$ cat src/rtl/score_pkg.sv
// Shared types and constants for the two-player BCD score counter:
// FSM states, winner codes, BCD digit format and the saturating increment.
package score_pkg;

  localparam int DIGIT_W  = 4;
  localparam int NUM_BTNS = 3;
  localparam int BTN_P1   = 0;
  localparam int BTN_P2   = 1;
  localparam int BTN_CLR  = 2;

  localparam logic [DIGIT_W-1:0] DIGIT_MAX = DIGIT_W'(9);

  typedef enum logic {
    ST_PLAY = 1'b0,
    ST_OVER = 1'b1
  } state_t;

  typedef enum logic [1:0] {
    WIN_NONE = 2'b00,
    WIN_P1   = 2'b01,
    WIN_P2   = 2'b10,
    WIN_TIE  = 2'b11
  } winner_t;

  typedef struct packed {
    logic [DIGIT_W-1:0] tens;
    logic [DIGIT_W-1:0] ones;
  } bcd_t;

  // Two-digit BCD increment that saturates at 99.
  function automatic bcd_t bcd_inc(input bcd_t v);
    bcd_t r;
    r = v;
    if (v.ones < DIGIT_MAX) begin
      r.ones = v.ones + DIGIT_W'(1);
    end else if (v.tens < DIGIT_MAX) begin
      r.tens = v.tens + DIGIT_W'(1);
      r.ones = '0;
    end
    return r;
  endfunction

endpackage

$ cat src/rtl/score_if.sv
// Button inputs and score/status outputs of the score counter, grouped as one bus.
// The board/bench side is the master; score_counter is the slave.
interface score_if;
  import score_pkg::*;

  logic               p1_btn_i;
  logic               p2_btn_i;
  logic               clr_btn_i;
  logic [DIGIT_W-1:0] p1_tens_o;
  logic [DIGIT_W-1:0] p1_ones_o;
  logic [DIGIT_W-1:0] p2_tens_o;
  logic [DIGIT_W-1:0] p2_ones_o;
  logic               game_over_o;
  winner_t            winner_o;

  modport master (
    output p1_btn_i, p2_btn_i, clr_btn_i,
    input  p1_tens_o, p1_ones_o, p2_tens_o, p2_ones_o, game_over_o, winner_o
  );

  modport slave (
    input  p1_btn_i, p2_btn_i, clr_btn_i,
    output p1_tens_o, p1_ones_o, p2_tens_o, p2_ones_o, game_over_o, winner_o
  );
endinterface

$ cat src/rtl/score_counter_debounce.sv
// Button conditioner: 2-FF synchronizer, consecutive-cycle debounce counter and
// a registered single-cycle pulse on each rising edge of the debounced level.
module debounce #(
  parameter int DEBOUNCE_MS = 20
) (
  input  logic clk_1khz,
  input  logic rst_i,
  input  logic btn,
  output logic pulse
);

  localparam int CNT_W = (DEBOUNCE_MS < 2) ? 1 : $clog2(DEBOUNCE_MS);
  localparam logic [CNT_W-1:0] CNT_LAST = CNT_W'(DEBOUNCE_MS - 1);

  logic             sync1_reg;
  logic             sync2_reg;
  logic             level_reg;
  logic             pulse_reg;
  logic [CNT_W-1:0] cnt_reg;

  always_ff @(posedge clk_1khz or negedge rst_i) begin
    if (!rst_i) begin
      sync1_reg <= 1'b0;
      sync2_reg <= 1'b0;
      level_reg <= 1'b0;
      pulse_reg <= 1'b0;
      cnt_reg   <= '0;
    end else begin
      sync1_reg <= btn;
      sync2_reg <= sync1_reg;
      pulse_reg <= 1'b0;
      // Any cycle where the synchronized value agrees with the level restarts the count.
      if (sync2_reg == level_reg) begin
        cnt_reg <= '0;
      end else if (cnt_reg == CNT_LAST) begin
        level_reg <= sync2_reg;
        pulse_reg <= sync2_reg;
        cnt_reg   <= '0;
      end else begin
        cnt_reg <= cnt_reg + CNT_W'(1);
      end
    end
  end

  assign pulse = pulse_reg;

endmodule

$ cat src/rtl/score_counter.sv
// Two-player BCD score keeper: debounced score/clear buttons feed a PLAY/OVER
// FSM that ends the game when a score reaches WIN_SCORE and reports the winner.
module score_counter
  import score_pkg::*;
#(
  parameter int DEBOUNCE_MS = 20,
  parameter int WIN_SCORE   = 21
) (
  input  logic    clk_1khz,
  input  logic    rst_i,
  score_if.slave  bus
);

  localparam bcd_t WIN_BCD = '{tens: DIGIT_W'(WIN_SCORE / 10),
                               ones: DIGIT_W'(WIN_SCORE % 10)};

  logic [NUM_BTNS-1:0] btn_vec;
  logic [NUM_BTNS-1:0] pulse_vec;

  state_t  state_reg, state_next;
  bcd_t    p1_reg, p1_next;
  bcd_t    p2_reg, p2_next;
  winner_t winner_reg, winner_next;
  logic    hit1, hit2;

  assign btn_vec[BTN_P1]  = bus.p1_btn_i;
  assign btn_vec[BTN_P2]  = bus.p2_btn_i;
  assign btn_vec[BTN_CLR] = bus.clr_btn_i;

  genvar gi;
  generate
    for (gi = 0; gi < NUM_BTNS; gi++) begin : g_btn
      debounce #(.DEBOUNCE_MS(DEBOUNCE_MS)) u_debounce (
        .clk_1khz (clk_1khz),
        .rst_i    (rst_i),
        .btn      (btn_vec[gi]),
        .pulse    (pulse_vec[gi])
      );
    end
  endgenerate

  always_ff @(posedge clk_1khz or negedge rst_i) begin
    if (!rst_i) begin
      state_reg  <= ST_PLAY;
      p1_reg     <= '0;
      p2_reg     <= '0;
      winner_reg <= WIN_NONE;
    end else begin
      state_reg  <= state_next;
      p1_reg     <= p1_next;
      p2_reg     <= p2_next;
      winner_reg <= winner_next;
    end
  end

  always_comb begin
    state_next  = state_reg;
    p1_next     = p1_reg;
    p2_next     = p2_reg;
    winner_next = winner_reg;
    hit1        = 1'b0;
    hit2        = 1'b0;
    // Clear wins over any increment arriving in the same cycle.
    if (pulse_vec[BTN_CLR]) begin
      state_next  = ST_PLAY;
      p1_next     = '0;
      p2_next     = '0;
      winner_next = WIN_NONE;
    end else begin
      case (state_reg)
        ST_PLAY: begin
          if (pulse_vec[BTN_P1]) begin
            p1_next = bcd_inc(p1_reg);
            hit1    = (p1_next == WIN_BCD);
          end
          if (pulse_vec[BTN_P2]) begin
            p2_next = bcd_inc(p2_reg);
            hit2    = (p2_next == WIN_BCD);
          end
          if (hit1 || hit2) begin
            state_next  = ST_OVER;
            winner_next = winner_t'({hit2, hit1});
          end
        end
        default: begin
          state_next = state_reg;
        end
      endcase
    end
  end

  // state_t is one bit with OVER=1, so this is the state flop itself.
  assign bus.game_over_o = (state_reg == ST_OVER);
  assign bus.winner_o    = winner_reg;
  assign bus.p1_tens_o   = p1_reg.tens;
  assign bus.p1_ones_o   = p1_reg.ones;
  assign bus.p2_tens_o   = p2_reg.tens;
  assign bus.p2_ones_o   = p2_reg.ones;

endmodule

$ cat src/flat_wrapper.sv
// flat-port wrapper written by rule: the top's interface ports become plain ports
module score_counter_flat import score_pkg::*;
#(
  parameter int DEBOUNCE_MS = 20,
  parameter int WIN_SCORE   = 21
)
  (clk_1khz, rst_i, bus_p1_btn_i, bus_p2_btn_i, bus_clr_btn_i, bus_p1_tens_o, bus_p1_ones_o, bus_p2_tens_o, bus_p2_ones_o, bus_game_over_o, bus_winner_o);
  score_if bus_i ();
  input  logic clk_1khz;
  input  logic rst_i;
  input wire logic [$bits(bus_i.p1_btn_i)-1:0] bus_p1_btn_i;
  input wire logic [$bits(bus_i.p2_btn_i)-1:0] bus_p2_btn_i;
  input wire logic [$bits(bus_i.clr_btn_i)-1:0] bus_clr_btn_i;
  output wire logic [$bits(bus_i.p1_tens_o)-1:0] bus_p1_tens_o;
  output wire logic [$bits(bus_i.p1_ones_o)-1:0] bus_p1_ones_o;
  output wire logic [$bits(bus_i.p2_tens_o)-1:0] bus_p2_tens_o;
  output wire logic [$bits(bus_i.p2_ones_o)-1:0] bus_p2_ones_o;
  output wire logic [$bits(bus_i.game_over_o)-1:0] bus_game_over_o;
  output wire logic [$bits(bus_i.winner_o)-1:0] bus_winner_o;
  assign bus_i.p1_btn_i = bus_p1_btn_i;
  assign bus_i.p2_btn_i = bus_p2_btn_i;
  assign bus_i.clr_btn_i = bus_clr_btn_i;
  assign bus_p1_tens_o = bus_i.p1_tens_o;
  assign bus_p1_ones_o = bus_i.p1_ones_o;
  assign bus_p2_tens_o = bus_i.p2_tens_o;
  assign bus_p2_ones_o = bus_i.p2_ones_o;
  assign bus_game_over_o = bus_i.game_over_o;
  assign bus_winner_o = bus_i.winner_o;
  score_counter #(.DEBOUNCE_MS(DEBOUNCE_MS), .WIN_SCORE(WIN_SCORE)) u_core (.clk_1khz(clk_1khz), .rst_i(rst_i), .bus(bus_i));
endmodule
$ cat config.mk
export PLATFORM = sky130hd
export DESIGN_NAME = score_counter_flat
export DESIGN_NICKNAME = d
export VERILOG_FILES = /design/src/rtl/score_pkg.sv /design/src/rtl/score_if.sv /design/src/rtl/score_counter_debounce.sv /design/src/rtl/score_counter.sv /design/src/flat_wrapper.sv
export SDC_FILE = /design/constraint.sdc
export NUM_CORES = 1
export LEC_CHECK = 0
export CAP_MARGIN = 20
export CORE_UTILIZATION = 51
export DETAILED_ROUTE_END_ITERATION = 10
export PLACE_DENSITY = 0.75
export RECOVER_POWER = 25
export SETUP_SLACK_MARGIN = 0.2
export SLEW_MARGIN = 20
export SYNTH_ARGS = -nofsm -noshare
export SYNTH_HDL_FRONTEND = slang
export SYNTH_HIERARCHICAL = 1
export SYNTH_SLANG_ARGS = --single-unit
$ cat constraint.sdc
create_clock -name clk_1khz -period 2.1 [get_ports clk_1khz]
set_clock_uncertainty 0.15 [all_clocks]
set_input_delay 0.315 -clock clk_1khz [delete_from_list [all_inputs] [get_ports clk_1khz]]
set_output_delay 0.315 -clock clk_1khz [all_outputs]
set_load 0.02 [all_outputs]
* Word-level counts from Yosys, hierarchy flattened
Cells that the tools add are included.
** Word-level totals
- Register bits after elaboration :: 46
- Output and inout port bits :: 19
- Input bits :: 5
** Cells by class
- Reductions and logical operators :: 10
- Add/sub/neg operators :: 7
- Mux-type cells :: 48
- Eq/ne operators :: 9
- Bitwise operators :: 3
- $lt $le $gt $ge :: 4
** Operator list (number)
- two-way mux 4 bit :: 16
- two-way mux 8 bit :: 8
- two-way mux 5 bit :: 6
- adder 4 x 1 -> 4 bit (second input constant) :: 4
- == test 8 x 6 -> 1 bit (second input constant) :: 2
- < comparator 4 bit (second input constant) :: 4
- adder 5 x 1 -> 5 bit (second input constant) :: 3
- == test 5 bit (second input constant) :: 3
- two-way mux 1 bit :: 15
- AND reduction 2 bit :: 6
- two-way mux 2 bit :: 3
- nonzero test 2 bit :: 3
- == test 1 bit :: 3
- inverter 1 bit :: 3
- inequality test 2 bit (second input constant) :: 1
- logical OR 1 bit :: 1

* Longest topological paths before layout
Gate-level depths: netlist (run 1).
- Word-level depth :: 14
- Gate-level depth with buffers :: 8

* By module
Netlist (run 1), hierarchy kept.
** By module, submodules not included
- score_counter :: cells an instance 138, seq. area each 475.5 um^2, area an instance 1278.7 um^2, instances 1
- debounce :: cells an instance 29, seq. area each 225.2 um^2, area an instance 375.4 um^2, instances 3

* Least setup slack after synthesis (run 1)
No wires, ideal clock.
- Path type :: register -> register
- From :: reg u_core.p2_reg, in the netlist u_core/bus.p2_tens_o[0]
- To :: reg u_core.winner_reg[0], in the netlist u_core/bus.winner_o[0]
- Path buffers :: 0
- Clock period less this slack :: 2161 ps
- Data required time :: 1821 ps
- Setup slack :: -61 ps
- Arrival time :: 1881 ps
- Cell stages (with the launch flop) :: 9
- Cells stage by stage :: dfrtp_1 -> inv_1 -> ha_1 -> or2b_1 -> a41o_1 -> o31a_1 -> nor4_4 -> nand3b_1 -> o2bb2ai_1
** On the way
- Cells in the longest elaborated chain, start to end :: 13
- Elaborated cells between the ends (all ways) :: 18
** RTL lines
- start, declared :: RTL line score_counter.sv:22 : bcd_t p2_reg, p2_next;
- start signal, assigned :: RTL line score_counter.sv:51 : p2_reg <= p2_next;
- adder 4 x 1 -> 4 bit / < comparator 4 bit (equally long branches) :: RTL line score_pkg.sv:37, score_pkg.sv:36
- two-way mux 8 bit :: RTL line score_pkg.sv:36 : end else if (v.tens < DIGIT_MAX) begin
- two-way mux 4 bit :: RTL line score_pkg.sv:34 : if (v.ones < DIGIT_MAX) begin
- two-way mux 4 bit :: RTL line score_counter.sv:76 : if (pulse_vec[BTN_P2]) begin
- two-way mux 4 bit :: RTL line score_counter.sv:70 : case (state_reg)
- two-way mux 4 bit :: RTL line score_counter.sv:64 : if (pulse_vec[BTN_CLR]) begin
- == test 8 x 6 -> 1 bit * :: RTL line score_counter.sv:78 : hit2 = (p2_next == WIN_BCD);
- two-way mux 1 bit * :: RTL line score_counter.sv:76
- two-way mux 1 bit * :: RTL line score_counter.sv:70
- two-way mux 1 bit * :: RTL line score_counter.sv:64
- logical OR 1 bit * :: RTL line score_counter.sv:80 : if (hit1 || hit2) begin
- nonzero test 2 bit (no source line) *
- AND reduction 2 bit (no source line) *
- end signal, assigned :: RTL line score_counter.sv:52 : winner_reg <= winner_next;
- end, declared :: RTL line score_counter.sv:23 : winner_t winner_reg, winner_next;
Mark *: on every way between the ends. The rest lies on a longest branch, timed or not. The select of a mux whose other input is x is not followed.
A chain may end at the register's enable or synchronous reset.

* Worst setup path after layout (run 1)
- From :: reg u_core.p1_reg, in the netlist u_core/bus.p1_ones_o[1]
- To :: reg u_core.winner_reg[1], in the netlist u_core/bus.winner_o[1]
** On the way
- Cells in the longest elaborated chain, start to end :: 12
- Elaborated cells between the ends (all ways) :: 18
** RTL lines
- start, declared :: RTL line score_counter.sv:21 : bcd_t p1_reg, p1_next;
- start signal, assigned :: RTL line score_counter.sv:50 : p1_reg <= p1_next;
- adder 4 x 1 -> 4 bit, or another cell as far along :: RTL line score_pkg.sv:35 : r.ones = v.ones + DIGIT_W'(1);
- two-way mux 4 bit :: RTL line score_pkg.sv:34
- two-way mux 4 bit :: RTL line score_counter.sv:72 : if (pulse_vec[BTN_P1]) begin
- two-way mux 4 bit :: RTL line score_counter.sv:70
- two-way mux 4 bit :: RTL line score_counter.sv:64
- == test 8 x 6 -> 1 bit * :: RTL line score_counter.sv:74 : hit1 = (p1_next == WIN_BCD);
- two-way mux 1 bit * :: RTL line score_counter.sv:72
- two-way mux 1 bit * :: RTL line score_counter.sv:70
- two-way mux 1 bit * :: RTL line score_counter.sv:64
- logical OR 1 bit * :: RTL line score_counter.sv:80
- nonzero test 2 bit (no source line) *
- AND reduction 2 bit (no source line) *
Marks and branches as above.

==> metrics, run 1 <==
worst skew pair latency 0.31 ns; Top Ports 24; Static Leak 1.39 nW; Synth Area in Compound Gates 0.142; number of global-route vias before repair 1806; Crit Path Max Fanout 5; Setup CP Type flop to flop; instance area after placement 0.00283 mm^2; first-pass GRT wire length 8.20 mm; yosys warns 6; GR peak layer met2; Multi-input gate area 0.00129 mm^2; Die Span Y 70.7 um; # DRC 4; post-route setup TNS 0 ns; Cell variety after synth 45; Async SR Flop Fraction 1.00; clock tree buffer depth 2; Reg2Reg Depth 8; Root Driver clkbuf_8; Area growth syn-to-layout 27.9%; crit path capture type flop; WHS 0.204 ns; Worst-Margin Slew 0.689 ns; max incr delay on CP 0.44 ns; Sequential Area 0.00116 mm^2; Slew HR 0.541; HP Start u_core/g_btn[0].u_debounce/sync1_reg; crit path DAT 1.94 ns; drt wl/cell 14.6 um; Vias/cell 5.70; die area 0.00499 mm^2; HP Class flop to flop; combinational family with the most area after synthesis simple AND/OR/NAND/NOR gates; largest net degree at the start of global routing 23; fin area 0.00308 mm^2; RSZ-0062 raised after global routing yes; post-DP HPWL 3.38 mm; DR pass1 iterations 7; Syn Area/Cell 10.7 um^2; post-synthesis register bit count 46; Core ar. 0.00444 mm^2; instance count of the mapped netlist 225; clk slew on worst S/H paths 0.09 ns; clock sinks 46; Chip Width 70.7 um; most frequent cells in the layout dfrtp_1 (36), buf_4 (21), nor2_1 (19); CTS buffer count 5; xor and xnor area share after synthesis 0.0291; simple-gate share of the synthesized area 0.231; initial antenna violation count 0; remaining antenna violation count 0; Site Rows 24; Initial Utilization 0.541; Slowest cell on crit path dfrtp_2; antenna cells 0; CTS H-tree lvls 2; Core Util, Final 0.692; register area share after synthesis 0.479; Worst Path Required 2.11 ns; pwr/cell area 507 mW/mm^2; Post-synth EDFFs 0; CTS tree yes; crit share post-route 0.919; commonest register cell after synthesis dfrtp_1; crit path launch type flop; pins over their slew limit 0; Post-Layout Cell Count 328; share of post-route cells with drive strength above 1 0.261; routing usage on met2 0.346; max reg flops 15; worst r2r src u_core/bus.p1_ones_o[1]; met3 Use GR 0.0370; Max-Cap Viols 0; Worst VDD drop 0.426 mV; Via Count 1868; Netlist Area Pre-Place 0.00240 mm^2; Placed Cells 304; outcome complete, but fails checks; violated checks DRC; Final Hold Fails 0; mux cell area share after synthesis 0.0307; Max Clock Freq 518 MHz; initial DRC count 76; minimum clock period 1.93 ns; Post-Syn Nets 241; cells along the critical path inv_2 > ha_4 > or2b_1 > nand3b_1 > o211ai_1 > or3b_4 > nand2_1 > a21oi_1; Crit. Startpoint u_core/bus.p1_ones_o[1]; commonest non-fill, non-tap cell in the layout dfrtp_1; WL final 4.78 mm; RePlAce Congestion 0.828; GRT Overall Usage 0.209; cell count of the worst hold path 0; Fill cells 360; grt ovf 0; fin nets 291; setup violators final 0; global-route met1 utilization 0.275; post-synthesis adder-cell area fraction 0.0572; IO Port Bufs 23
-- critical path: cells and delay by family (launching register included) --
family                     cells  cell delay, ns
AOI/OAI and AO/OA              2            0.17
adders and majority gates      1            0.17
buffers and inverters          1            0.06
DFF                            1            0.44
and+or+nand+nor                4            0.79
-- power breakdown --
group          switching, mW  internal (mW)  total, mW  leakage (nW)
combinational         0.0359         0.0234     0.0593         0.734
clock                  0.329          0.249      0.578        0.0506
sequential            0.0171          0.904      0.921         0.605
-- timing repair --
action                                 4_1_cts  5_1_grt
gates resized for setup                     10        4
endpoints found under the hold margin       46        0
hold buffers                                 1        0
pin swaps                                   13        4
setup buffers                               13        2
setup endpoints to repair                    8        6
-- synthesized netlist by cell type, drive strengths merged (2+ instances only) --
cell,number,area share
o21ai,5,0.010
a31oi,5,0.013
a211o,3,0.011
a211oi,2,0.0062
ha,11,0.057
nand4b,4,0.015
and3,2,0.0052
or2b,2,0.0062
clkbuf,3,0.0047
nand2b,7,0.022
nand3b,3,0.0094
nor3,6,0.012
a21o,2,0.0062
nor2,20,0.031
mux2i,4,0.017
o31a,2,0.0073
nor4b,3,0.030
dfrtp,46,0.48
mux2,3,0.014
inv,17,0.027
nand3,9,0.019
a41oi,2,0.0073
a311oi,2,0.0073
a32oi,2,0.0073
a21oi,13,0.027
and3b,4,0.015
nand2,11,0.020
xnor2,8,0.029
nor2b,11,0.029
o211ai,2,0.0062
-- cell type report --
cell class | count | share of cell area
multi-input combinational | 159 | 0.418
sequential | 46 | 0.378
timing repair buffer | 46 | 0.129
clock buffer | 5 | 0.0224
inverter | 17 | 0.0216
tap | 52 | 0.0212
clock inverter | 3 | 0.00936
-- kinds of logic (layout without fill, tap and decap cells) --
kind of cell / count (synthesis) / after routing
AND/OR/NAND/NOR: 86 / 86
AO/OA/AOI/OAI: 47 / 47
flip-flops: 46 / 46
buffers and inverters: 20 / 71
adder cells (fa/ha/maj): 11 / 11
XOR/XNOR: 8 / 8
multiplexers: 7 / 7
-- metrics by stage --
step | worst slack (ns) | power, mW
2_1_floorplan | 0.188 | 0.965
3_3_place_gp | 0.118 | 0.999
3_5_place_dp | 0.101 | 1.00
4_1_cts | 0.165 | 1.58
5_1_grt | 0.0729 | 1.62
6_report | 0.170 | 1.56
-- per-layer routing --
layer,up-vias,wire [um]
li1,909,-
met1,905,2220
met4,0,127
met2,41,2280
met5,-,0
met3,13,153
-- path summary, 6_finish.rpt --
kind	endpoint	slack, ns
worst max-delay path	u_core/bus.winner_o[1]	0.17
worst min-delay path	u_core/g_btn[0].u_debounce/sync2_reg	0.20
worst max register to register	u_core/bus.winner_o[1]	0.17
worst min register to register	u_core/g_btn[0].u_debounce/sync2_reg	0.20
max in group asynchronous	u_core/bus.p1_tens_o[1]	0.67
min in group asynchronous	u_core/bus.p2_tens_o[2]	0.30
(Power assumes the default switching activity.)
==> run 2, diff against run 1 <==
REMOVE_ABC_BUFFERS = 1   (was default)
==> metrics, run 2 (synthesized netlist as in run 1, its figures left out) <==
antenna cells 0; commonest non-fill, non-tap cell in the layout dfrtp_1; Sequential Area 0.00115 mm^2; Max-Cap Viols 0; Sw Ratio 0.212; minimum clock period 1.99 ns; clk slew on worst S/H paths 0.09 ns; Internal 1.28 mW; most frequent cells in the layout dfrtp_1 (43), buf_4 (22), nor2_1 (18); clock tree buffer depth 2; number of global-route vias before repair 1824; RePlAce Congestion 0.859; Root Driver clkbuf_8; crit share post-route 0.947; largest net degree at the start of global routing 27; worst skew pair latency 0.29 ns; Worst Slack Setup Final 0.112 ns; GRT Overall Usage 0.200; post-DP HPWL 3.13 mm; pwr/cell area 521 mW/mm^2; Worst-Margin Slew 1.21 ns; Place WS 0.0102 ns; Switch Pwr 0.344 mW; grt ovf 0; Core ar. 0.00444 mm^2; first-pass GRT wire length 7.91 mm; initial DRC count 110; Worst VDD drop 0.431 mV; initial antenna violation count 0; Sequential Power Share 0.567; Comb power frac 0.037; crit path launch type flop; Crit Path Max Fanout 4; pins over their slew limit 0; CTS tree yes; Die Span Y 70.7 um; CTS buffer count 5; clock power share 0.396; CTS H-tree lvls 2; max reg flops 15; WL final 4.68 mm; violated checks DRC; Vias/cell 5.71; Metal-1 WL 2.14 mm; Static Leak 1.54 nW; clock sinks 46; wire length on met2 2.30 mm; outcome complete, but fails checks; Fill cells 342; crit path capture type flop; Worst Path Required 2.10 ns; setup violators final 0; Chip Width 70.7 um; die area 0.00499 mm^2; remaining antenna violation count 0; top routing layer in use met4; Top Ports 24; Site Rows 24; met3 routed WL 160 um; Via Count 1879; # DRC 2; IO Port Bufs 23; fin nets 292; FF-to-FF setup slack 0.11 ns; DR pass1 iterations 7; Max Clock Freq 503 MHz; Slew HR 0.193; Initial Utilization 0.541; HP Class flop to flop; drt wl/cell 14.2 um; Area growth syn-to-layout 29.7%; crit path DAT 1.99 ns; Multi-input gate area 0.00128 mm^2; RSZ-0062 raised after global routing yes; Final Hold Fails 0; Setup CP Type flop to flop; WHS 0.202 ns; share of post-route cells with drive strength above 1 0.238
==> run 2: final timing paths <==
kind / from / end / depth (start not counted)
setup / recovery: u_core/bus.p1_ones_o[0] / u_core/bus.winner_o[1] / 8
hold / removal: u_core/g_btn[2].u_debounce/sync1_reg / u_core/g_btn[2].u_debounce/sync2_reg / 0
setup reg to reg: u_core/bus.p1_ones_o[0] / u_core/bus.winner_o[1] / 8
hold reg to reg: u_core/g_btn[2].u_debounce/sync1_reg / u_core/g_btn[2].u_debounce/sync2_reg / 0
max in group asynchronous: rst_i / u_core/bus.p1_ones_o[1] / 2
min in group asynchronous: rst_i / u_core/bus.p2_ones_o[2] / 2
==> run 2: routing by layer <==
layer / track usage / up-vias
met2: 0.357 / 40
li1: - / 914
met4: 0.0778 / 0
met5: 0 / -
met1: 0.245 / 916
met3: 0.0328 / 9
==> run 2: final cells by class <==
type	count	area share
timing repair buffer	47	0.142
multi-input combinational	159	0.411
sequential	46	0.370
clock buffer	5	0.0221
tap	52	0.0209
clock inverter	3	0.0128
inverter	17	0.0205
==> run 2: repair_timing <==
action,CTS,global route
endpoints found under the hold margin,20,0
buffers inserted,5,2
pin swaps,6,14
setup endpoints to repair,5,18
cloned,0,0
hold buffers,1,0
resized for setup,11,27
==> run 2: power by group through the flow <==
stage	clock, mW	sequential, mW	combinational (mW)
finish	0.642	0.921	0.0608
global route	0.704	0.925	0.0711
CTS	0.664	0.921	0.0646
detailed placement	0	0.939	0.0624
global placement	0	0.938	0.0619
floorplan	0	0.936	0.0288
==> run 2: per-stage QoR <==
stage                     setup TNS [ns]  cells  power, mW  utilization  cell area (um^2)
final                                  0    329       1.62        0.702              3120
after global routing                   0    329       1.70        0.702              3120
after CTS                              0    327       1.65        0.681              3030
after detailed placement               0    313       1.00        0.634              2820
after global placement                 0    313       1.00        0.634              2820
after floorplan                   -0.105    222      0.965            -              2390
==> run 2: critical path, cell delays in order (launching register included) <==
cell and delay (ns):
dfrtp_2 0.42, inv_2 0.06, ha_4 0.17, nor2b_2 0.17, nor3_2 0.20, o211ai_1 0.13
or3b_1 0.40, nand2_1 0.08, a21oi_1 0.06
